===== src/rtl/switch_debounce_edge.sv =====
`default_nettype none
// +--------------------------------------------------------------------------+
// | switch_debounce_edge: sync + settle-time debounce, rise/fall strobes,    |
// | wrapping press counter; optional long-press strobe (LONG_PRESS_EN).      |
// | Revision: 1.0                                                            |
// +--------------------------------------------------------------------------+
module switch_debounce_edge #(
  parameter int DEBOUNCE_LIMIT = 250000,
  parameter int COUNT_W        = 8,
  parameter int LONG_LIMIT     = 25000000
) (
  input  logic               i_Clk,
  input  logic               i_Rst,
  input  logic               i_Switch,
  output logic               o_Switch,
  output logic               o_Rise,
  output logic               o_Fall,
  output logic [COUNT_W-1:0] o_Count,
  output logic               o_Long
);

  localparam int CW = $clog2(DEBOUNCE_LIMIT + 1);
  localparam logic [CW-1:0] LIMIT_M1 = CW'(DEBOUNCE_LIMIT - 1);

  typedef enum logic [1:0] {
    S_LOW       = 2'd0,
    S_RISE_WAIT = 2'd1,
    S_HIGH      = 2'd2,
    S_FALL_WAIT = 2'd3
  } state_t;

  logic          meta;
  logic          sync;
  state_t        state;
  logic [CW-1:0] settle;
  logic          rise_ok;
  logic          fall_ok;

`ifdef LONG_PRESS_EN
  localparam int HW = $clog2(LONG_LIMIT + 1);
  localparam logic [HW-1:0] LONG_MAX = HW'(LONG_LIMIT);
  localparam logic [HW-1:0] LONG_M1  = HW'(LONG_LIMIT - 1);
  logic [HW-1:0] hold;
`else
  // Constant 0 for every legal LONG_LIMIT; keeps the parameter referenced.
  assign o_Long = (LONG_LIMIT < 1);
`endif

  // A limit of 1 accepts straight from the stable states, skipping the waits.
  always_comb begin
    rise_ok = 1'b0;
    fall_ok = 1'b0;
    if (sync) begin
      rise_ok = ((state == S_LOW) && (DEBOUNCE_LIMIT == 1)) ||
                ((state == S_RISE_WAIT) && (settle == LIMIT_M1));
    end else begin
      fall_ok = ((state == S_HIGH) && (DEBOUNCE_LIMIT == 1)) ||
                ((state == S_FALL_WAIT) && (settle == LIMIT_M1));
    end
  end

  always_ff @(posedge i_Clk) begin
    if (i_Rst) begin
      meta     <= 1'b0;
      sync     <= 1'b0;
      state    <= S_LOW;
      settle   <= '0;
      o_Switch <= 1'b0;
      o_Rise   <= 1'b0;
      o_Fall   <= 1'b0;
      o_Count  <= '0;
`ifdef LONG_PRESS_EN
      hold     <= '0;
      o_Long   <= 1'b0;
`endif
    end else begin
      meta   <= i_Switch;
      sync   <= meta;
      o_Rise <= 1'b0;
      o_Fall <= 1'b0;
      if (rise_ok) begin
        state    <= S_HIGH;
        settle   <= '0;
        o_Switch <= 1'b1;
        o_Rise   <= 1'b1;
        o_Count  <= o_Count + COUNT_W'(1);
      end else if (fall_ok) begin
        state    <= S_LOW;
        settle   <= '0;
        o_Switch <= 1'b0;
        o_Fall   <= 1'b1;
      end else begin
        case (state)
          S_LOW: begin
            if (sync) begin
              state  <= S_RISE_WAIT;
              settle <= CW'(1);
            end
          end
          S_RISE_WAIT: begin
            if (!sync) begin
              state  <= S_LOW;
              settle <= '0;
            end else begin
              settle <= settle + CW'(1);
            end
          end
          S_HIGH: begin
            if (!sync) begin
              state  <= S_FALL_WAIT;
              settle <= CW'(1);
            end
          end
          S_FALL_WAIT: begin
            if (sync) begin
              state  <= S_HIGH;
              settle <= '0;
            end else begin
              settle <= settle + CW'(1);
            end
          end
          default: begin
            state  <= S_LOW;
            settle <= '0;
          end
        endcase
      end
`ifdef LONG_PRESS_EN
      // Only an accepted rise clears the hold count; a fall-side bounce does not.
      o_Long <= 1'b0;
      if (rise_ok) begin
        hold <= '0;
      end else if ((state == S_HIGH) || (state == S_FALL_WAIT)) begin
        if (hold != LONG_MAX) hold <= hold + HW'(1);
        if (hold == LONG_M1) o_Long <= 1'b1;
      end
`endif
    end
  end

endmodule
`default_nettype wire


===== config.mk =====
export PLATFORM = sky130hd
export DESIGN_NAME = switch_debounce_edge
export DESIGN_NICKNAME = d
export VERILOG_FILES = /design/src/rtl/switch_debounce_edge.sv
export SDC_FILE = /design/constraint.sdc
export NUM_CORES = 1
export LEC_CHECK = 0
export ABC_AREA = 1
export ABC_CLOCK_PERIOD_IN_PS = 2400
export BUFFER_PORTS_ARGS = -buffer_cell sky130_fd_sc_hd__buf_4
export CORE_UTILIZATION = 60
export DETAILED_ROUTE_END_ITERATION = 12
export PLACE_DENSITY_LB_ADDON = 0.05
export SYNTH_ARGS = -nofsm -noshare
export SYNTH_HDL_FRONTEND = slang
export SYNTH_SLANG_ARGS = --single-unit

===== constraint.sdc =====
create_clock -name i_Clk -period 2.4 [get_ports i_Clk]
set_clock_uncertainty 0.2 [all_clocks]
set_input_delay 0.24 -clock i_Clk [delete_from_list [all_inputs] [get_ports i_Clk]]
set_output_delay 0.24 -clock i_Clk [all_outputs]
set_load 0.01 [all_outputs]

==> results.cfg <==
[synthesis]
yosysMostFrequentCell = nand2_1
synthDistinctLibCells = 29
synth_ff_type = dfxtp_1
yosys.area_share.simple_pct = 40.3
synth_top_family_by_area = simple AND/OR/NAND/NOR gates
synth_edf_count = 0
synth_xor_area_share_pct = 5.28
synth.avg_cell_area_sq_um = 6.73
yosys_warnings = 0
synth_commonest_cells = nand2_1 (62), nor2_1 (44), dfxtp_1 (33), inv_1 (32), nand3_1 (17)
synth-seq-area-share_pct = 36.2
synthAdderAreaFrac_pct = 1.37
netlist_area_sq_um = 1820
synth_top_area_share_pct = 36.2
yosysTopAreaCell = dfxtp_1
async_flop_share_pct = 0
synth_compound_area_share_pct = 7.96
synth.area.mux_share_pct = 0
synthTopCellsByArea = dfxtp_1 (36%), nand2_1 (13%), nor2_1 (9.1%)
synth-seq-cells = 33
synthCells = 271
synth_fp_nets = 276

[sta]
slew_viol_final = 0
finalHoldViolations = 0
fmax_mhz = 555
min_period_ps = 1800
rsz0062_at_grt = no
setup_violations = 0
fin_hold_ws_ps = 223
timing.final.crit_share_pct = 75.1
fin_tns_setup_ps = 0

[worst_setup_path]
cp_max_fo = 8
critPathArrivalTime_ps = 1830
path_class = reg -> reg
endpoint_kind = register
startpoint_type = register
required_ps = 2430

[floorplan]
initial_core_util_pct = 64.5
core-area_sq_um = 2830
die_w_um = 57.1
rows = 19
die_h_um = 57.1
die-area_sq_um = 3260
io_pins = 15

[routing]
finalWirelength_um = 3860
wl_per_cell_um = 11.9
first_pass_iters = 8
drt_iter0_drc = 99
vias = 1723
vias_per_cell = 5.33
ant_nets = 0
remaining_drc_errors = 4

[clocking]
htreeDepth = 2
clock_latency_ps = 330
clkSinkCount = 33
cts_inserted_buffers = 5
cts_buffer_depth = 2
cts.clk_slew.worst_paths_ps = 100
cts_tree = done
cts_root_buf = clkbuf_4

[placed_design]
placed_cells = 313
port_buffers = 13
place.gp.congestion = 0.943
dp_hpwl_um = 2960

[final_layout]
nNetsFinal = 297
diodes = 0
fin_cells = 323
area_growth_pct = 11.5
fillers = 246
multi_input_area_sq_um = 1010
drive_gt1_share_pct = 15.1
register_area_sq_um = 661
fin_util_pct = 71.9

[power_and_ir_drop]
vdd_drop_max_uv = 424
p_leak_nw = 0.827
report.power.total_mw = 0.914
power_density_nw_per_um2 = 449

[status]
violations = design-rule violations
outcome = complete, but fails checks

[global_route]
grt_use_total_pct = 26.3
antenna_found_initial = 0
grt_pass1_wl_um = 6610
grt_max_degree = 12
grt_pass1_vias = 1504
overflow = 0

[hold_path]
hold_path_class = reg -> reg

[job]
maxCapViolCount = 0
## repair_timing
action / CTS / global route
endpoints found under the hold margin: 9 / 0
hold buffers: 3 / 0
gates resized for setup: 0 / 0
buffers inserted: 0 / 0
## where the power goes
group | internal (mW) | switching, mW
registers | 0.551 | 0.00446
clock network | 0.138 | 0.177
logic | 0.0155 | 0.0276
total | 0.705 | 0.209
## cells by family after synthesis
| logic type | count (synthesis) |
|---|---|
| xor gates and xnor gates | 11 |
| other | 1 |
| AOI/OAI and AO/OA | 27 |
| DFF | 33 |
| adders and majority gates | 2 |
| and+or+nand+nor | 157 |
| buffers and inverters | 40 |
## flip-flops by register name, indices dropped and copies added (netlist names)
register and count:
o_Rise 1, meta 1, o_Fall 1, sync 1, state 2, o_Count 8
o_Switch 1, settle 18
## cell usage in the layout (no fill, tap or decap), drive strengths merged
cell         instances
inv                 37
o22ai                1
dfxtp               33
clkbuf               7
nor2                52
xor2                 7
xnor2                4
buf                 14
nand4               12
nor3                 4
dlygate4sd3          3
or2                  1
o21ai                7
a21oi               16
o221ai               1
nand2               68
ha                   2
o21a                 1
conb                 1
nand3b               1
a22oi                1
nand3               19
## worst paths after layout
path	from	end	slack [ps]	cells after the start
worst max-delay path	settle[0]	settle[12]	600	10
worst min-delay path	meta	sync	220	2
worst max register to register	settle[0]	settle[12]	600	10
worst min register to register	meta	sync	220	2
## worst max-delay path: stages (launching register included)
cell and delay (ps):
dfxtp_1 370, ha_1 210, nand2_2 90, nor2_2 120, inv_2 70, nor2_4 150, nand3_2 110, nand2_2 100
inv_2 70, nand3_2 150, nor2_1 70
## stage by stage
stage / worst slack [ps] / area [sq um]
floorplan: 756 / 1820
global placement: 663 / 1950
detailed placement: 612 / 1950
CTS: 607 / 2030
global route: 392 / 2030
finish: 598 / 2030
## layout make-up
type,count,share of cell area (%)
Multi-Input combinational cell,198,49.4
Sequential cell,33,32.5
Inverter,37,6.83
Timing Repair Buffer,17,6.64
Clock buffer,7,2.71
Tap cell,31,1.91
## routing by layer
metal | global-route usage (%) | up-vias | wire length, um
met2 | 39.3 | 47 | 1660
met3 | 6.12 | 6 | 251
met4 | 7.67 | 0 | 44
met1 | 38.0 | 768 | 1900
li1 | - | 902 | -
met5 | 0 | - | 0
Note: power is estimated with default switching activity, not from simulation.
